**src/rtl/mult_seq_accum_pkg.sv**
```systemverilog
// Package for the sequential multiplier accumulate stage.
// Holds the operand/product widths, the cycle count, the control state
// encoding and the helper that builds the early-termination mask.
// Used by: mult_seq_accum_if, mult_seq_accum.
package mult_pkg;

  localparam int MULT_CYCLES = 32;                 // partial products per op
  localparam int SEL_W       = $clog2(MULT_CYCLES); // mux select width
  localparam int OP_W        = 32;                 // operand width
  localparam int PROD_W      = 64;                 // product width

  typedef enum logic [1:0] {
    IDLE = 2'd0,
    RUN  = 2'd1,
    FIN  = 2'd2
  } mult_state_t;

  // Mask of multiplier bit positions strictly above the given select.
  // ANDed with the latched multiplier, an all-zero result means no later
  // partial product can contribute, so accumulation may stop early.
  function automatic logic [OP_W-1:0] above_mask(input logic [SEL_W-1:0] s);
    logic [OP_W-1:0] m;
    for (int i = 0; i < OP_W; i++) begin
      m[i] = (i > int'(s));
    end
    return m;
  endfunction

endpackage

```
**src/rtl/mult_seq_accum_if.sv**
```systemverilog
// Handshake and data bundle between the datapath/partial-product mux and
// the multiplier accumulate stage.
//   start, is_signed, mplier : request and operand controls (datapath side)
//   pp_in                    : partial product from the mux for current sel
//   sel                      : partial-product select into the mux
//   busy, done               : accumulate in progress / one-cycle completion
//   hi, lo                   : product[63:32] / product[31:0]
// Modports: master = datapath/mux side, slave = accumulate stage.
interface mult_seq_accum_if;
  import mult_pkg::*;

  logic              start;
  logic              is_signed;
  logic [OP_W-1:0]   mplier;
  logic [PROD_W-1:0] pp_in;
  logic [SEL_W-1:0]  sel;
  logic              busy;
  logic              done;
  logic [OP_W-1:0]   hi;
  logic [OP_W-1:0]   lo;

  modport master (
    output start, is_signed, mplier, pp_in,
    input  sel, busy, done, hi, lo
  );

  modport slave (
    input  start, is_signed, mplier, pp_in,
    output sel, busy, done, hi, lo
  );

endinterface

```
**src/rtl/mult_seq_accum.sv**
```systemverilog
// Sequential control and accumulate stage of the iterative 32x32 multiplier.
// Steps the partial-product select 0..31, adds each returned 64-bit partial
// product into a running product (subtracting the sel==31 term for signed
// operations so the multiplier sign bit carries weight -2^31), then pulses
// done for one cycle. hi/lo hold the product until the next accepted start.
// Ports:
//   clk   : system clock, rising edge
//   reset : asynchronous, active-high reset
//   bus   : mult_seq_accum_if.slave (start/is_signed/mplier/pp_in in,
//           sel/busy/done/hi/lo out)
// Optional feature macro: MULT_EARLY_TERM_EN -- when defined, accumulation
// stops as soon as no higher multiplier bit is set.
module mult_seq_accum
  import mult_pkg::*;
(
  input  logic             clk,
  input  logic             reset,
  mult_seq_accum_if.slave  bus
);

  mult_state_t       state_reg, state_next;
  logic [SEL_W-1:0]  sel_reg;
  logic [PROD_W-1:0] acc_reg;
  logic              signed_reg;

  logic              last_step;
  logic              subtract;
  logic              early_exit;
  logic [PROD_W-1:0] acc_next;

  assign last_step = (sel_reg == SEL_W'(MULT_CYCLES - 1));
  // Only the sign-bit partial product of a signed multiply is subtracted.
  assign subtract  = signed_reg && last_step;
  assign acc_next  = subtract ? (acc_reg - bus.pp_in) : (acc_reg + bus.pp_in);

`ifdef MULT_EARLY_TERM_EN
  logic [OP_W-1:0] mplier_reg;

  always_ff @(posedge clk or posedge reset) begin
    if (reset) begin
      mplier_reg <= '0;
    end else if (state_reg == IDLE && bus.start) begin
      mplier_reg <= bus.mplier;
    end
  end

  // The signed sign-bit step is excluded; it is the final step anyway.
  assign early_exit = ((mplier_reg & above_mask(sel_reg)) == '0) && !subtract;
`else
  logic unused_mplier;
  assign unused_mplier = ^bus.mplier;
  assign early_exit    = 1'b0;
`endif

  // Next-state logic.
  always_comb begin
    state_next = state_reg;
    case (state_reg)
      IDLE: if (bus.start) state_next = RUN;
      RUN:  if (last_step || early_exit) state_next = FIN;
      FIN:  state_next = IDLE;
      default: state_next = IDLE;
    endcase
  end

  always_ff @(posedge clk or posedge reset) begin
    if (reset) begin
      state_reg <= IDLE;
    end else begin
      state_reg <= state_next;
    end
  end

  // Datapath: select counter, accumulator and latched signedness.
  always_ff @(posedge clk or posedge reset) begin
    if (reset) begin
      sel_reg    <= '0;
      acc_reg    <= '0;
      signed_reg <= 1'b0;
    end else begin
      case (state_reg)
        IDLE: begin
          if (bus.start) begin
            sel_reg    <= '0;
            acc_reg    <= '0;
            signed_reg <= bus.is_signed;
          end
        end
        RUN: begin
          acc_reg <= acc_next;
          // sel returns to 0 when leaving RUN, so IDLE always presents 0.
          if (state_next == FIN) begin
            sel_reg <= '0;
          end else begin
            sel_reg <= sel_reg + 1'b1;
          end
        end
        default: ;
      endcase
    end
  end

  assign bus.sel  = sel_reg;
  assign bus.busy = (state_reg == RUN);
  assign bus.done = (state_reg == FIN);
  assign bus.hi   = acc_reg[PROD_W-1:OP_W];
  assign bus.lo   = acc_reg[OP_W-1:0];

endmodule
```
**src/flat_wrapper.sv**
```systemverilog
// flat-port wrapper written by rule: the top's interface ports become plain ports
module mult_seq_accum_flat import mult_pkg::*;
  (clk, reset, bus_start, bus_is_signed, bus_mplier, bus_pp_in, bus_sel, bus_busy, bus_done, bus_hi, bus_lo);
  mult_seq_accum_if bus_i ();
  input  logic clk;
  input  logic reset;
  input wire logic [$bits(bus_i.start)-1:0] bus_start;
  input wire logic [$bits(bus_i.is_signed)-1:0] bus_is_signed;
  input wire logic [$bits(bus_i.mplier)-1:0] bus_mplier;
  input wire logic [$bits(bus_i.pp_in)-1:0] bus_pp_in;
  output wire logic [$bits(bus_i.sel)-1:0] bus_sel;
  output wire logic [$bits(bus_i.busy)-1:0] bus_busy;
  output wire logic [$bits(bus_i.done)-1:0] bus_done;
  output wire logic [$bits(bus_i.hi)-1:0] bus_hi;
  output wire logic [$bits(bus_i.lo)-1:0] bus_lo;
  assign bus_i.start = bus_start;
  assign bus_i.is_signed = bus_is_signed;
  assign bus_i.mplier = bus_mplier;
  assign bus_i.pp_in = bus_pp_in;
  assign bus_sel = bus_i.sel;
  assign bus_busy = bus_i.busy;
  assign bus_done = bus_i.done;
  assign bus_hi = bus_i.hi;
  assign bus_lo = bus_i.lo;
  mult_seq_accum u_core (.clk(clk), .reset(reset), .bus(bus_i));
endmodule
```
**config.mk**
```make
export PLATFORM = sky130hd
export DESIGN_NAME = mult_seq_accum_flat
export DESIGN_NICKNAME = d
export VERILOG_FILES = /design/src/rtl/mult_seq_accum_pkg.sv /design/src/rtl/mult_seq_accum_if.sv /design/src/rtl/mult_seq_accum.sv /design/src/flat_wrapper.sv
export SDC_FILE = /design/constraint.sdc
export NUM_CORES = 1
export LEC_CHECK = 0
export BUFFER_PORTS_ARGS = -buffer_cell sky130_fd_sc_hd__buf_2
export CAP_MARGIN = 0
export CORE_UTILIZATION = 40
export DETAILED_ROUTE_END_ITERATION = 8
export GPL_ROUTABILITY_DRIVEN = 0
export GPL_TIMING_DRIVEN = 1
export HOLD_SLACK_MARGIN = 0.02
export SLEW_MARGIN = 20
export SYNTH_ARGS = -nofsm -noshare
export SYNTH_HDL_FRONTEND = slang
export SYNTH_SLANG_ARGS = --single-unit
export TNS_END_PERCENT = 30
```
**constraint.sdc**
```tcl
create_clock -name clk -period 11.6 [get_ports clk]
set_input_delay 1.16 -clock clk [delete_from_list [all_inputs] [get_ports clk]]
set_output_delay 1.16 -clock clk [all_outputs]
set_load 0.005 [all_outputs]
```
==> flow_summary.yaml, run 1 <==
run_status:
  status: "completed"
timing:
  rsz0062_at_grt: "no"
  period_share_pct: 57.9
  fin_ws_ns: 4.89
  hold_violations: 0
  fmax_ghz: 0.149
  fin_crit_ns: 6.71
  worst_pin_slew_ns: 0.899
  setup_viol: 0
  fin_setup_tns_ns: 0
  drv_slew: 0
  finalClockSkew_ns: 0.00820
  hold-worst-slack_ns: 0.506
  relSlewSlack_pct: 39.9
logic_synthesis:
  ys_ff_latch: 72
  ys_types: 71
  synth_ff_type: "dfrtp_1"
  synth-edff-count: 0
  async_flop_share_pct: 100
  synth-simple-area-share_pct: 20.6
  ys_warn_count: 0
  synth_top_family_by_area: "compound AO/OA/AOI/OAI gates"
  synthMuxAreaShare_pct: 0.423
  synth_cells: 981
  syn_area_um2: 7690
  synth_top_area_share_pct: 23.4
  synth_fa_ha_area_share_pct: 11.0
  synth_xor_xnor_area_share_pct: 12.9
  synth_fp_nets: 1148
  ys_seq_area_share_pct: 23.4
  synth_top_cell_by_area: "dfrtp_1"
  syn_area_per_cell_um2: 7.84
  synth-compound-area-share_pct: 28.2
  ys_top_cells_by_area: "dfrtp_1 23%, ha_1 11%, xnor2_1 6.7%"
clocking:
  post_cts_resize_count: 0
  clkSlewWorstSetupHoldPaths_ns: 0.06
  cts_root_buffer: "clkbuf_16"
  clk_latency_ns: 0.35
  htree_num_levels: 3
  cts_buffers: 9
  cts.sinks: 72
  clk_path_buf_depth: 2
  cts_tree: "yes"
  postCtsSetupRepairBufs: 0
  hold_buffers: 0
final_layout:
  syn_to_final_growth_pct: 15.2
  largest_register_ff_count: 64
  layout-drive-gt1-share_pct: 16.9
  nets: 1262
  nFillCells: 1927
  fin_area_um2: 8860
  final_common_cell: "buf_2"
  final_cell_mix: "138 x buf_2, 112 x nand2_1, 99 x o21ai_0"
  finalNonFillerCells: 1334
global_route:
  grt_pass1_vias: 7082
  grt_pass1_wl_mm: 37.8
  antenna_found_initial: 1
  grt_use_total_pct: 24.4
  grt_max_degree: 73
  grt_overflow: 0
critical_path:
  crit_arrival_ns: 6.95
  r2r_setup_slack_ns: 5.42
  critPathKind: "in -> reg"
  setup.worst_path.end_class: "flip-flop"
  cp-start-kind: "input pin"
  crit_fanout: 8
  required_ns: 11.84
flow_run:
  cap_violations: 0
placement:
  placedCellCount: 1318
  hpwl_mm: 18.3
  place_ws_ns: 4.69
  placed_area_um2: 8580
  io_buffers: 138
drt:
  viasPerCell: 5.84
  drc_errors: 0
  first_pass_iters: 7
  drt_iter0_drc: 527
  wl_per_cell_um: 18.0
  routed_wl_mm: 24.0
  vias: 7796
  drtAntennaViolNets: 0
power_and_ir_drop:
  vdd_drop_max_mv: 0.114
  p_leak_uw: 0.00391
  powerDensity_nw_per_um2: 271
die:
  start_util_pct: 41.0
  coreArea_um2: 18800
  rows: 50
  die_area_um2: 19800
  die_w_um: 141
  die_y_um: 141
  ios: 171
hold_path:
  hp-class: "reg -> reg"
area by class of cell:
type | count | area [um^2] | area share [%]
repair buffers | 145 | 747 | 8.43
multi-input cells | 838 | 5630 | 63.6
well taps | 234 | 293 | 3.31
diodes | 1 | 2.50 | 0.0283
flip-flops and latches | 72 | 1800 | 20.3
inverters | 29 | 109 | 1.23
clock inverters | 4 | 20.0 | 0.226
clock buffers | 11 | 253 | 2.85
cells in the mapped netlist (16+ instances only):
cell type	n
a21o_1	36
a21oi_1	92
clkbuf_1	36
dfrtp_1	72
ha_1	66
inv_1	29
nand2_1	112
nand3_1	20
nor2_1	55
nor3_1	20
o21ai_0	99
or3_1	16
xnor2_1	59
xor2_1	54
per-stage QoR:
step	power, uW	utilization [%]
6_report	2400	47.2
3_3_place_gp	2110	45.7
3_5_place_dp	2120	45.7
5_1_grt	2620	47.2
4_1_cts	2400	47.2
2_1_floorplan	1660	-
path summary, 6_finish.rpt:
check                                   start  cells after the start                 end
setup / recovery                 bus_pp_in[4]                     18  u_core.acc_reg[58]
hold / removal             u_core.acc_reg[63]                      1  u_core.acc_reg[63]
setup reg to reg            u_core.bus.sel[0]                     18  u_core.acc_reg[58]
hold reg to reg            u_core.acc_reg[63]                      1  u_core.acc_reg[63]
max in group asynchronous               reset                      3  u_core.acc_reg[38]
min in group asynchronous               reset                      3   u_core.bus.sel[1]
per-layer routing:
layer  GRT usage [%]  routed length (um)
met3            3.63                1580
met1            34.2               11200
met2            38.3               10700
met4            8.52                 511
met5               0                   0
where the power goes:
group,internal (uW),switching [uW]
sequential,399,124
clock,154,118
combinational,699,909
total,1250,1150
worst max-delay path, stage by stage:
cell       delay (ns)
buf_2            0.12
or3_1            0.37
or3_1            0.38
nor4_2           0.32
nand2_1          0.31
nor3_2           0.66
and3_1           0.34
a31oi_1          0.15
xnor2_1          0.16
ha_1             0.40
and3_1           0.26
nand3_1          0.12
a2111oi_1        0.51
o21ai_1          0.23
a311oi_1         0.74
o21ai_0          0.22
a21o_1           0.22
a32o_1           0.25
kinds of logic (layout without fill, tap and decap cells):
| logic type | Yosys count | count (layout) |
|---|---|---|
| simple gates | 311 | 311 |
| xor+xnor | 113 | 113 |
| mux | 3 | 3 |
| other cells | 0 | 1 |
| flops | 72 | 72 |
| buf+inv | 71 | 189 |
| fa+ha+maj | 67 | 67 |
| compound gates | 344 | 344 |
Note: power is estimated with default switching activity, not from simulation.
==> run 2: changes to the inputs <==
==> constraint.sdc (replaced) <==
create_clock -name clk -period 6.8 [get_ports clk]
set_input_delay 0.68 -clock clk [delete_from_list [all_inputs] [get_ports clk]]
set_output_delay 0.68 -clock clk [all_outputs]
set_load 0.005 [all_outputs]
==> flow_summary.yaml, run 2 (same netlist as run 1, synthesis figures left out) <==
drt:
  routed_wl_mm: 23.6
  drc_errors: 0
  first_pass_iters: 5
  viasPerCell: 5.73
  drtAntennaViolNets: 0
  vias: 7687
  drt_iter0_drc: 591
  wl_per_cell_um: 17.6
placement:
  place_ws_ns: 0.724
  io_buffers: 138
  placed_area_um2: 8620
  hpwl_mm: 18.4
  placedCellCount: 1324
final_layout:
  syn_to_final_growth_pct: 16.4
  largest_register_ff_count: 64
  nets: 1268
  layout-drive-gt1-share_pct: 17.5
  regArea_um2: 1800
  nFillCells: 1927
  finalNonFillerCells: 1342
  final_cell_mix: "138 x buf_2, 112 x nand2_1, 99 x o21ai_0"
  multi_input_area_um2: 5630
  fin_area_um2: 8950
  final_common_cell: "buf_2"
die:
  coreArea_um2: 18800
  die_w_um: 141
  rows: 50
  die_y_um: 141
  start_util_pct: 41.0
  die_area_um2: 19800
  ios: 171
timing:
  worst_pin_slew_ns: 0.973
  fin_crit_ns: 5.76
  hold-worst-slack_ns: 0.508
  fin_ws_ns: 1.04
  rsz0062_at_grt: "no"
  drv_slew: 0
  fmax_ghz: 0.174
  hold_violations: 0
  relSlewSlack_pct: 35.2
  period_share_pct: 84.7
  setup_viol: 0
  fin_setup_tns_ns: 0
  finalClockSkew_ns: 0.00466
power_and_ir_drop:
  p_leak_uw: 0.00396
  internal_power_uw: 2210
  sw_frac_of_total_pct: 47.2
  p_comb_share_pct: 65.8
  p_sw_uw: 1970
  clockPowerShare_pct: 12.9
  vdd_drop_max_mv: 0.194
  p_seq_share_pct: 21.3
  powerDensity_nw_per_um2: 467
global_route:
  grt_pass1_vias: 7189
  grt_max_degree: 73
  antenna_found_initial: 3
  grt_overflow: 0
  grt_use_total_pct: 24.1
  grt_pass1_wl_mm: 37.4
clocking:
  hold_buffers: 0
  cts.sinks: 72
  postCtsSetupRepairBufs: 0
  post_cts_resize_count: 0
  cts_root_buffer: "clkbuf_16"
  clk_latency_ns: 0.35
  clkSlewWorstSetupHoldPaths_ns: 0.06
  htree_num_levels: 3
  cts_tree: "yes"
  cts_buffers: 9
  clk_path_buf_depth: 2
critical_path:
  setup.worst_path.end_class: "flip-flop"
  required_ns: 7.04
  cp-start-kind: "input pin"
  critPathKind: "in -> reg"
  crit_arrival_ns: 6.00
  crit_fanout: 6
hold_path:
  hp-class: "reg -> reg"
flow_run:
  cap_violations: 0
run_status:
  status: "completed"
## run 2: cell types whose count changed in the layout (fill, tap and decap cells not counted)
cell        change
buf_4           +7
bufinv_16       +2
buf_6           -1
clkbuf_8        -1
clkinv_2        -1
clkinvlp_4      +1
diode_2         +1
## run 2: power by group through the flow
| stage | logic, uW | clock network (uW) | registers, uW |
|---|---|---|---|
| 2_1_floorplan | 1970 | 0 | 867 |
| 3_3_place_gp | 2710 | 0 | 899 |
| 3_5_place_dp | 2730 | 0 | 899 |
| 4_1_cts | 2740 | 550 | 894 |
| 5_1_grt | 3070 | 567 | 924 |
| 6_report | 2750 | 538 | 892 |
## run 2: layer usage
metal	global-route usage [%]	share of wire [%]	vias to the layer above	wire length [um]
li1	-	-	3855	-
met1	33.5	48	3548	11300
met2	37.1	44	241	10300
met3	3.63	5.6	43	1330
met4	10.6	2.8	0	659
met5	0	0	-	0
## run 2: path summary, 6_finish.rpt
kind                                         from                  to  slack [ns]  depth (start not counted)
worst max-delay path                bus_pp_in[19]  u_core.acc_reg[58]        1.04                         16
worst min-delay path            u_core.bus.sel[3]   u_core.bus.sel[3]        0.51                          1
worst max register to register  u_core.bus.sel[0]  u_core.acc_reg[58]        1.06                         17
worst min register to register  u_core.bus.sel[3]   u_core.bus.sel[3]        0.51                          1
max in group asynchronous                   reset  u_core.acc_reg[40]        5.55                          3
min in group asynchronous                   reset   u_core.bus.sel[3]        0.63                          3
## run 2: worst max-delay path, stage by stage
cell       delay, ns
buf_2           0.11
or3_4           0.38
or3_1           0.45
or4_4           0.59
o31ai_1         0.41
o21ai_0         0.39
xnor2_1         0.25
ha_1            0.39
and3_1          0.25
nand3_1         0.12
a2111oi_1       0.46
o21ai_1         0.21
a311oi_1        0.63
o21ai_0         0.21
a21o_1          0.21
a32o_1          0.25
## run 2: area by class of cell
| type | count | share of cell area (%) |
|---|---|---|
| Clock buffer | 10 | 2.67 |
| Clock inverter | 6 | 0.923 |
| Inverter | 29 | 1.22 |
| Timing Repair Buffer | 151 | 8.81 |
| Tap cell | 234 | 3.27 |
| Multi-Input combinational cell | 838 | 62.9 |
| Sequential cell | 72 | 20.1 |
| Antenna cell | 2 | 0.0559 |
## run 2: through the flow
stage               utilization, %  power, uW
global route                  47.7       4570
floorplan                        -       2840
finish                        47.7       4180
CTS                           47.7       4180
detailed placement            45.9       3620
global placement              45.9       3610
==> run 3: changes to the inputs <==
==> constraint.sdc (replaced) <==
create_clock -name clk -period 4.8 [get_ports clk]
set_input_delay 0.48 -clock clk [delete_from_list [all_inputs] [get_ports clk]]
set_output_delay 0.48 -clock clk [all_outputs]
set_load 0.005 [all_outputs]
==> flow_summary.yaml, run 3 (same netlist as run 1, synthesis figures left out) <==
run_status:
  status: "completed"
clocking:
  cts_buffers: 9
  cts_tree: "yes"
  cts.sinks: 72
  clk_latency_ns: 0.36
  htree_num_levels: 3
  hold_buffers: 0
  clkSlewWorstSetupHoldPaths_ns: 0.07
  clk_path_buf_depth: 2
  cts_root_buffer: "clkbuf_16"
drt:
  viasPerCell: 5.54
  drtAntennaViolNets: 0
  routed_wl_mm: 26.0
  wl_per_cell_um: 16.7
  drt_iter0_drc: 526
  drc_errors: 0
  first_pass_iters: 6
  vias: 8599
timing:
  drv_slew: 0
  hold-worst-slack_ns: 0.271
  fin_ws_ns: 0.0814
  fmax_ghz: 0.212
  rsz0062_at_grt: "yes"
  period_share_pct: 98.3
  relSlewSlack_pct: 44.4
  hold_violations: 0
  fin_crit_ns: 4.72
  worst_pin_slew_ns: 0.832
  finalClockSkew_ns: 0.00936
  setup_viol: 0
die:
  rows: 50
  start_util_pct: 41.0
  coreArea_um2: 18800
  die_area_um2: 19800
  die_y_um: 141
  die_w_um: 141
  ios: 171
critical_path:
  rr_endpoint: "u_core.acc_reg[58]"
  path_cells: "buf_2 -> or3_4 -> or3_4 -> or4_4 -> nor4_4 -> buf_6 -> a31oi_4 -> xnor2_1 -> ha_1 -> a21o_1 -> a21oi_2 -> o21bai_1 -> a21o_1 -> a211o_1 -> a211oi_2 -> a311oi_4 -> buf_4 -> o21ai_2 -> nand3_1 -> a32o_1"
  reg2reg_from: "u_core.bus.sel[0]"
  required_ns: 5.04
  crit_fanout: 5
  crit_arrival_ns: 4.96
  cp-start-kind: "input pin"
  path_delay_family: "compound AO/OA/AOI/OAI gates"
  critPathKind: "in -> reg"
  max_stage_delay_ns: 0.55
  worst_path_max_delay_cell: "or4_4"
  ff2ff_path_depth: 20
  critPathBufInv: 3
  setup.worst_path.end_class: "flip-flop"
  r2r_setup_slack_ns: 0.17
global_route:
  grt_use_total_pct: 26.4
  grt_pass1_wl_mm: 41.2
  grt_pass1_vias: 8238
  antenna_found_initial: 5
  grt_max_degree: 63
  grt_overflow: 0
final_layout:
  nets: 1478
  final_cell_mix: "219 x buf_4, 136 x buf_2, 112 x nand2_1"
  syn_to_final_growth_pct: 41.0
  final_common_cell: "buf_4"
  layout-drive-gt1-share_pct: 33.8
  largest_register_ff_count: 64
power_and_ir_drop:
  powerDensity_nw_per_um2: 656
  vdd_drop_max_mv: 0.300
  internal_power_uw: 3970
  p_sw_uw: 3150
  p_comb_share_pct: 71.2
  sw_frac_of_total_pct: 44.3
  clockPowerShare_pct: 10.9
  p_seq_share_pct: 17.9
  p_leak_uw: 0.00505
placement:
  place_ws_ns: -0.508
  hpwl_mm: 20.6
  io_buffers: 138
hold_path:
  hp-class: "in -> async"
flow_run:
  cap_violations: 0
[run 3: cell count changes in the layout (fill, tap and decap cells not counted), moves of 5 or more]
cell,delta
buf_4,+206
a21oi_1,-10
o21ai_0,-10
a21oi_2,+9
o21ai_1,+7
buf_6,+5
or3_1,-5
or3_4,+5
[run 3: area by class of cell]
| type | count | area (um^2) |
|---|---|---|
| fillers | 1786 | 7930 |
| multi-input cells | 838 | 5900 |
| repair buffers | 361 | 2400 |
| flip-flops and latches | 72 | 1800 |
| well taps | 234 | 293 |
| clock buffers | 10 | 239 |
| inverters | 29 | 109 |
| clock inverters | 6 | 90.1 |
| diodes | 3 | 7.51 |
[run 3: how the worst max path moves through the flow]
stage          cells past startpoint                 end  slack (ns)           from
3_3_place_gp                      18  u_core.acc_reg[58]       -0.45  bus_pp_in[14]
5_1_grt                           23  u_core.acc_reg[62]       -0.09   bus_pp_in[4]
3_5_place_dp                      18  u_core.acc_reg[58]       -0.51  bus_pp_in[14]
6_report                          20  u_core.acc_reg[58]        0.08  bus_pp_in[14]
2_1_floorplan                     19  u_core.acc_reg[59]       -0.04  bus_pp_in[19]
4_1_cts                           19  u_core.acc_reg[48]       0.004  bus_pp_in[18]
[run 3: per-stage QoR]
stage	power, uW	cell area (um^2)	std cells	util (%)	TNS [ns]
after floorplan	4070	7760	981	-	-0.101
after global placement	6090	10200	1526	54.4	-4.73
after detailed placement	6150	10200	1526	54.4	-5.02
after CTS	6990	10600	1546	56.5	0
after global routing	7720	10800	1550	57.7	-0.356
final	7120	10800	1553	57.8	0
[run 3: repair_timing]
item,4_1_cts,5_1_grt
buffers inserted,4,5
endpoints found under the hold margin,0,0
resized for setup,8,46
pin swaps,8,22
endpoints found under the setup margin,4,17
[run 3: per-layer routing]
metal	routed length (um)	vias to the layer above	GRT usage, %	part of all wire, %
met2	12100	228	43.7	47
met4	743	2	10.7	2.9
met1	11800	4027	34.2	45
li1	-	4294	-	-
met5	13	-	0	0.050
met3	1300	48	4.42	5.0
[run 3: power groups by stage]
stage	Combinational, uW	Sequential (uW)	Clock [uW]
2_1_floorplan	2840	1230	0
4_1_cts	4930	1270	786
3_5_place_dp	4870	1280	0
6_report	5070	1270	773
5_1_grt	5600	1320	811
3_3_place_gp	4820	1280	0
[run 3: worst reg2reg max path, delay by kind of cell (launching register included)]
kind / cells / cell delay, ns
buf+inv: 3 / 0.57
flops: 1 / 0.38
fa+ha+maj: 3 / 0.72
simple gates: 5 / 0.87
compound gates: 8 / 1.81
xor+xnor: 1 / 0.15
